$ cat src/rtl/pc_sequencer_pkg.sv
// Shared definitions for the jacaranda PC/interrupt sequencer: level widths,
// return-stack entry layout {addr, flag, prio} and the per-cycle action code.
package pc_sequencer_pkg;

    typedef enum logic [1:0] {
        SEQ_NORMAL  = 2'd0,
        SEQ_TAKE    = 2'd1,
        SEQ_RET     = 2'd2,
        SEQ_RET_ERR = 2'd3
    } seq_action_e;

    // Levels 0..N_IRQ-1 are channels, N_IRQ is thread level.
    function automatic int prio_width(input int n_irq);
        return $clog2(n_irq + 1);
    endfunction

    // Entry layout, MSB to LSB: addr | flag | prio.
    function automatic int entry_width(input int addr_w, input int n_irq);
        return addr_w + 1 + prio_width(n_irq);
    endfunction

    function automatic int entry_flag_bit(input int n_irq);
        return prio_width(n_irq);
    endfunction

endpackage

$ cat src/rtl/pc_sequencer_ret_stack.sv
// LIFO of return frames; the pointer and contents clear asynchronously so no
// frame survives a reset taken in the middle of an interrupt.
module ret_stack #(
    parameter int WIDTH = 12,
    parameter int DEPTH = 4
) (
    input  logic             clock,
    input  logic             rst_n,
    input  logic             i_push,
    input  logic             i_pop,
    input  logic [WIDTH-1:0] i_push_data,
    output logic [WIDTH-1:0] o_top_data,
    output logic             o_full,
    output logic             o_empty
);
    localparam int PTR_W = $clog2(DEPTH);

    logic [PTR_W:0]   r_ptr;
    logic [WIDTH-1:0] r_mem [DEPTH];
    logic [PTR_W-1:0] w_top_idx;

    assign w_top_idx  = r_ptr[PTR_W-1:0] - PTR_W'(1);
    assign o_top_data = r_mem[w_top_idx];
    assign o_full     = (r_ptr == (PTR_W+1)'(DEPTH));
    assign o_empty    = (r_ptr == '0);

    always_ff @(posedge clock or negedge rst_n) begin
        if (!rst_n) begin
            r_ptr <= '0;
            for (int i = 0; i < DEPTH; i++) r_mem[i] <= '0;
        end else if (i_push && !o_full) begin
            r_mem[r_ptr[PTR_W-1:0]] <= i_push_data;
            r_ptr                   <= r_ptr + (PTR_W+1)'(1);
        end else if (i_pop && !o_empty) begin
            r_ptr <= r_ptr - (PTR_W+1)'(1);
        end
    end

endmodule

$ cat src/rtl/pc_sequencer.sv
// Program counter with N prioritised, nestable interrupt channels; each take
// saves {next address, flag, level} on a hardware return stack.
module pc_sequencer
    import pc_sequencer_pkg::*;
#(
    parameter int ADDR_W      = 8,
    parameter int N_IRQ       = 4,
    parameter int STACK_DEPTH = 4,
    parameter int RESET_PC    = 0
) (
    input  logic                       clock,
    input  logic                       rst_n,
    input  logic                       jmp_en,
    input  logic                       je_en,
    input  logic                       ret,
    input  logic [ADDR_W-1:0]          target,
    input  logic                       flag_w_en,
    input  logic                       flag_in,
    input  logic [N_IRQ-1:0]           int_req,
    input  logic [N_IRQ-1:0]           int_en,
    input  logic [N_IRQ*ADDR_W-1:0]    int_vec,
    output logic [ADDR_W-1:0]          pc,
    output logic                       flag,
    output logic [N_IRQ-1:0]           int_ack,
    output logic                       in_isr,
    output logic [$clog2(N_IRQ+1)-1:0] cur_prio,
    output logic                       stack_err
);
    localparam int PRIO_W  = prio_width(N_IRQ);
    localparam int ENTRY_W = entry_width(ADDR_W, N_IRQ);
    localparam int FLAG_B  = entry_flag_bit(N_IRQ);

    logic [ADDR_W-1:0]  r_pc;
    logic               r_flag;
    logic [N_IRQ-1:0]   r_int_ack;
    logic [PRIO_W-1:0]  r_cur_prio;
    logic               r_stack_err;

    logic [PRIO_W-1:0]  w_cand;
    logic [ADDR_W-1:0]  w_nsa;
    logic [ADDR_W-1:0]  w_vec;
    logic [N_IRQ-1:0]   w_ack;
    logic               w_take;
    logic               w_full;
    logic               w_empty;
    logic [ENTRY_W-1:0] w_top;
    seq_action_e        w_action;

    // Returns N_IRQ (thread level) when nothing is pending, so the strict
    // comparison against the current level alone decides whether to take.
    function automatic logic [PRIO_W-1:0] pick_channel(input logic [N_IRQ-1:0] v);
        pick_channel = PRIO_W'(N_IRQ);
        for (int i = N_IRQ - 1; i >= 0; i--) begin
            if (v[i]) pick_channel = PRIO_W'(i);
        end
    endfunction

    assign w_cand = pick_channel(int_req & int_en);
    assign w_take = (w_cand < r_cur_prio) && !w_full && !ret;
    assign w_nsa  = (jmp_en || (je_en && r_flag)) ? target : r_pc + ADDR_W'(1);

    always_comb begin
        w_vec = '0;
        w_ack = '0;
        for (int i = 0; i < N_IRQ; i++) begin
            if (w_cand == PRIO_W'(i)) begin
                w_vec    = int_vec[i*ADDR_W +: ADDR_W];
                w_ack[i] = 1'b1;
            end
        end
    end

    always_comb begin
        w_action = SEQ_NORMAL;
        if (ret)         w_action = w_empty ? SEQ_RET_ERR : SEQ_RET;
        else if (w_take) w_action = SEQ_TAKE;
    end

    ret_stack #(
        .WIDTH (ENTRY_W),
        .DEPTH (STACK_DEPTH)
    ) u_ret_stack (
        .clock       (clock),
        .rst_n       (rst_n),
        .i_push      (w_action == SEQ_TAKE),
        .i_pop       (w_action == SEQ_RET),
        .i_push_data ({w_nsa, r_flag, r_cur_prio}),
        .o_top_data  (w_top),
        .o_full      (w_full),
        .o_empty     (w_empty)
    );

    always_ff @(posedge clock or negedge rst_n) begin
        if (!rst_n) begin
            r_pc        <= ADDR_W'(RESET_PC);
            r_flag      <= 1'b0;
            r_int_ack   <= '0;
            r_cur_prio  <= PRIO_W'(N_IRQ);
            r_stack_err <= 1'b0;
        end else begin
            r_int_ack <= '0;
            case (w_action)
                SEQ_RET: begin
                    r_pc       <= w_top[ENTRY_W-1 -: ADDR_W];
                    r_flag     <= w_top[FLAG_B];
                    r_cur_prio <= w_top[PRIO_W-1:0];
                end
                SEQ_RET_ERR: begin
                    r_pc        <= r_pc + ADDR_W'(1);
                    r_stack_err <= 1'b1;
                end
                // Flag holds: the pushed copy is the pre-cycle value.
                SEQ_TAKE: begin
                    r_pc       <= w_vec;
                    r_cur_prio <= w_cand;
                    r_int_ack  <= w_ack;
                end
                default: begin
                    r_pc <= w_nsa;
                    if (je_en)          r_flag <= 1'b0;
                    else if (flag_w_en) r_flag <= flag_in;
                end
            endcase
        end
    end

    assign pc        = r_pc;
    assign flag      = r_flag;
    assign int_ack   = r_int_ack;
    assign in_isr    = !w_empty;
    assign cur_prio  = r_cur_prio;
    assign stack_err = r_stack_err;

endmodule

$ cat config.mk
export PLATFORM = sky130hd
export DESIGN_NAME = pc_sequencer
export DESIGN_NICKNAME = d
export VERILOG_FILES = /design/src/rtl/pc_sequencer_pkg.sv /design/src/rtl/pc_sequencer_ret_stack.sv /design/src/rtl/pc_sequencer.sv
export SDC_FILE = /design/constraint.sdc
export NUM_CORES = 1
export LEC_CHECK = 0
export BUFFER_PORTS_ARGS = -buffer_cell sky130_fd_sc_hd__buf_2
export CAP_MARGIN = 20
export CORE_ASPECT_RATIO = 1.25
export CORE_MARGIN = 2
export CORE_UTILIZATION = 44
export CTS_CLUSTER_SIZE = 25
export DETAILED_ROUTE_END_ITERATION = 16
export PLACE_DENSITY_LB_ADDON = 0.25
export SETUP_SLACK_MARGIN = 0.02
export SLEW_MARGIN = 10
export SYNTH_ARGS = -nofsm -noshare
export SYNTH_HDL_FRONTEND = slang
export SYNTH_HIERARCHICAL = 1
export SYNTH_SLANG_ARGS = --single-unit
$ cat constraint.sdc
create_clock -name clock -period 4.23 [get_ports clock]
set_clock_uncertainty 0.15 [all_clocks]
set_input_delay 0.846 -clock clock [delete_from_list [all_inputs] [get_ports clock]]
set_output_delay 0.846 -clock clock [all_outputs]
set_load 0.005 [all_outputs]
==> metrics.txt <==
crit-path max cell delay 0.51 ns; sequential area share after synthesis 45.6%; Resize count post-CTS 0; Max Cap Viol 0; Inst Count DP 474; CTS tree built; largest family of logic cells by synthesized area multiplexers; # diodes 0; Hold Vio Cnt, Final 0; 1st-pass router iterations 4; Worst EP arrival 3.28 ns; slowest cell on the critical path nand2_1; number of DRC markers in iteration 0 156; IO buf count 72; top_reg_cell synth dfrtp_1; Final nets 451; Netlist cell types 54; gr usage total 20.0%; Worst-Margin Slew 0.896 ns; Max Freq 312 MHz; Clk Latency, worst-skew pair 0.34 ns; number of synthesized flops with an enable pin 0; maximum vdd drop 0.000230 V; status finished clean; final WL 8.68 mm; IO Count 73; Rows 37; post-synthesis compound-gate area fraction 13.0%; Remaining DRCs 0; Worst setup EP type flip-flop; largest net degree at the start of global routing 47; Syn Std Cell Area 0.00373 sq mm; Hold Path Class input port to asynchronous set/reset pin; Synth top area share 44.9%; count leader, synth dfrtp_1; Commonest cells post-synth dfrtp_1, mux2_2, nor2_1, nand2_1; Core Region 0.00824 sq mm; Min Clock Period, post-route 3.21 ns; P_int 1.83 mW; switching pwr 1.04 mW; flops & latches, synth 68; vias in the first global route 2,785; fraction of layout cells with a size suffix above 1 41.2%; global placement routability congestion 0.804; P&R area growth vs syn 15.5%; global-route wire length before repair 14.2 mm; Vias 2,774; pwr/cell area 667 mW/mm^2; Worst EP required 4.30 ns; Final HPWL DP 6.40 mm; unrepaired setup endpoints after global routing no; Post-Synth Adder-Cell Area 2.55%; Synth async-reset ratio 100%; Clk network pwr share 15.3%; synthesized area per cell 11.8 sq um; worst path cell trace buf_2 > a22oi_1 > nor2b_1 > ha_1 > nand2_2 > o21ai_4 > inv_4 > a21boi_4 > nand2_1 > mux2_2; Synth Area in Simple Gates 9.72%; multiplexer area fraction after synthesis 23.1%; crit-path max FO 12; R2R Path Start u_ret_stack/r_ptr[1]$_DFFE_PN0P_; final setup fails 0; wire length per cell 17.7 microns; Post-CTS Hold Buffers 0; Initial Util 45.3%; FILL cells 744; leading area contributor after synthesis dfrtp_1; Reg clk slew, reported paths 0.07 ns; kind of critical path input port to flip-flop; Reg2Reg Setup Slack 1.15 ns; Synth Warn # 6; remaining antenna violation count 0; Root Buffer Master clkbuf_8; power share of the combinational group 45.0%; Final TNS setup 0 ns; syn_nets 379; sequential fraction of design power 39.7%; Overflow after GRT 0; DR vias/cell 5.66; top post-synthesis cells by area dfrtp_1, mux2_2, mux4_2, a221oi_1, nor2_1; CTS Buf Count 9; fin. max-slew vios 0; die span in x 86.4 microns; fin cells 490; area of the multi-input gates 0.00187 sq mm; Setup crit start kind input port; die area 0.00924 sq mm; antenna violations before repair 0; period utilisation layout 75.8%; Mapped Cells 317; switching share of power 36.3%; Die Y 107 microns; Slew HR 40.3%; H-tree depth 3; CTS Sinks 68; FF/Latch Area 0.00170 sq mm; Static Leakage 1.99 nW; post-CTS setup buffers 0; area share of xor/xnor cells in the synthesized design 1.64%; Critical Path Start int_req[3]; clock buffer depth 2
==> worst max-delay path: cells and delay by family <==
family                     cells  cell delay [ns]
and+or+nand+nor                3             0.78
buffers and inverters          2             0.23
muxes                          1             0.41
adders and majority gates      1             0.16
AOI/OAI and AO/OA              3             0.85
==> logic make-up after synthesis <==
group | Yosys count
xor+xnor | 7
mux | 65
fa+ha+maj | 7
flops | 68
compound gates | 63
buf+inv | 31
simple gates | 76
==> final timing paths <==
path	cells after the start	to
worst min-delay path	1	u_ret_stack/r_mem[42]$_DFFE_PN0P_
worst max register to register	9	u_ret_stack/r_mem[7]$_DFFE_PN0P_
max in group asynchronous	2	cur_prio[2]$_DFFE_PN1P_
worst max-delay path	10	u_ret_stack/r_mem[7]$_DFFE_PN0P_
min in group clock	1	stack_err$_DFFE_PN0P_
worst min register to register	1	stack_err$_DFFE_PN0P_
==> through the flow <==
| stage | instance area [sq um] | power [mW] | utilization (%) | setup slack [ns] | hold WS, ns |
|---|---|---|---|---|---|
| final | 4310 | 2.87 | 52.3 | 1.02 | 0.292 |
| after global routing | 4310 | 3.08 | 52.3 | 0.831 | 0.304 |
| after detailed placement | 4140 | 2.44 | 50.2 | 0.644 | 0.328 |
| after floorplan | 3730 | 2.09 | - | 1.08 | 0.309 |
| after CTS | 4290 | 2.89 | 52.0 | 1.00 | 0.344 |
| after global placement | 4140 | 2.41 | 50.2 | 0.688 | 0.303 |
==> metal layers <==
| metal | share of wire (%) | global-route usage [%] | vias to the layer above |
|---|---|---|---|
| li1 | - | - | 1311 |
| met1 | 44 | 25.2 | 1379 |
| met2 | 50 | 34.1 | 73 |
| met3 | 4.5 | 4.31 | 11 |
| met4 | 1.5 | 6.47 | 0 |
| met5 | 0 | 0 | - |
==> cell usage in the layout, fill, tap and decap left out, drive strengths merged, types with 2 or more instances in the layout <==
master	n
nand2b	2
inv	14
xor2	4
clkbuf	12
clkinv	4
o31ai	5
nor3	5
mux2i	4
o22ai	2
and2	4
dfrtp	67
nor2	23
a21oi	9
a211oi	4
mux2	49
and3	3
a221oi	10
nand3b	3
xnor2	3
mux4	12
a21o	4
nand3	9
nand2	21
a221o	2
ha	6
buf	77
a22oi	3
nor2b	2
o21ai	16
==> flip-flops by register name (all words and copies together) (netlist names) <==
signal / count
pc: 8
u_ret_stack/r_mem: 48
cur_prio: 3
flag: 1
stack_err: 1
int_ack: 4
u_ret_stack/r_ptr: 3
==> layout make-up <==
| cell class | count | area share, % |
|---|---|---|
| inverter | 15 | 1.36 |
| tap | 97 | 2.82 |
| multi-input combinational | 218 | 43.3 |
| sequential | 68 | 39.5 |
| clock inverter | 3 | 0.348 |
| timing repair buffer | 77 | 9.52 |
| clock buffer | 12 | 3.14 |
==> power by group through the flow <==
stage	clock network (mW)	logic, mW	registers, mW
after global placement	0	1.27	1.13
after floorplan	0	0.993	1.10
after detailed placement	0	1.29	1.15
final	0.440	1.29	1.14
after global routing	0.483	1.42	1.18
after CTS	0.453	1.30	1.14
Power figures use the tool's default switching activity.
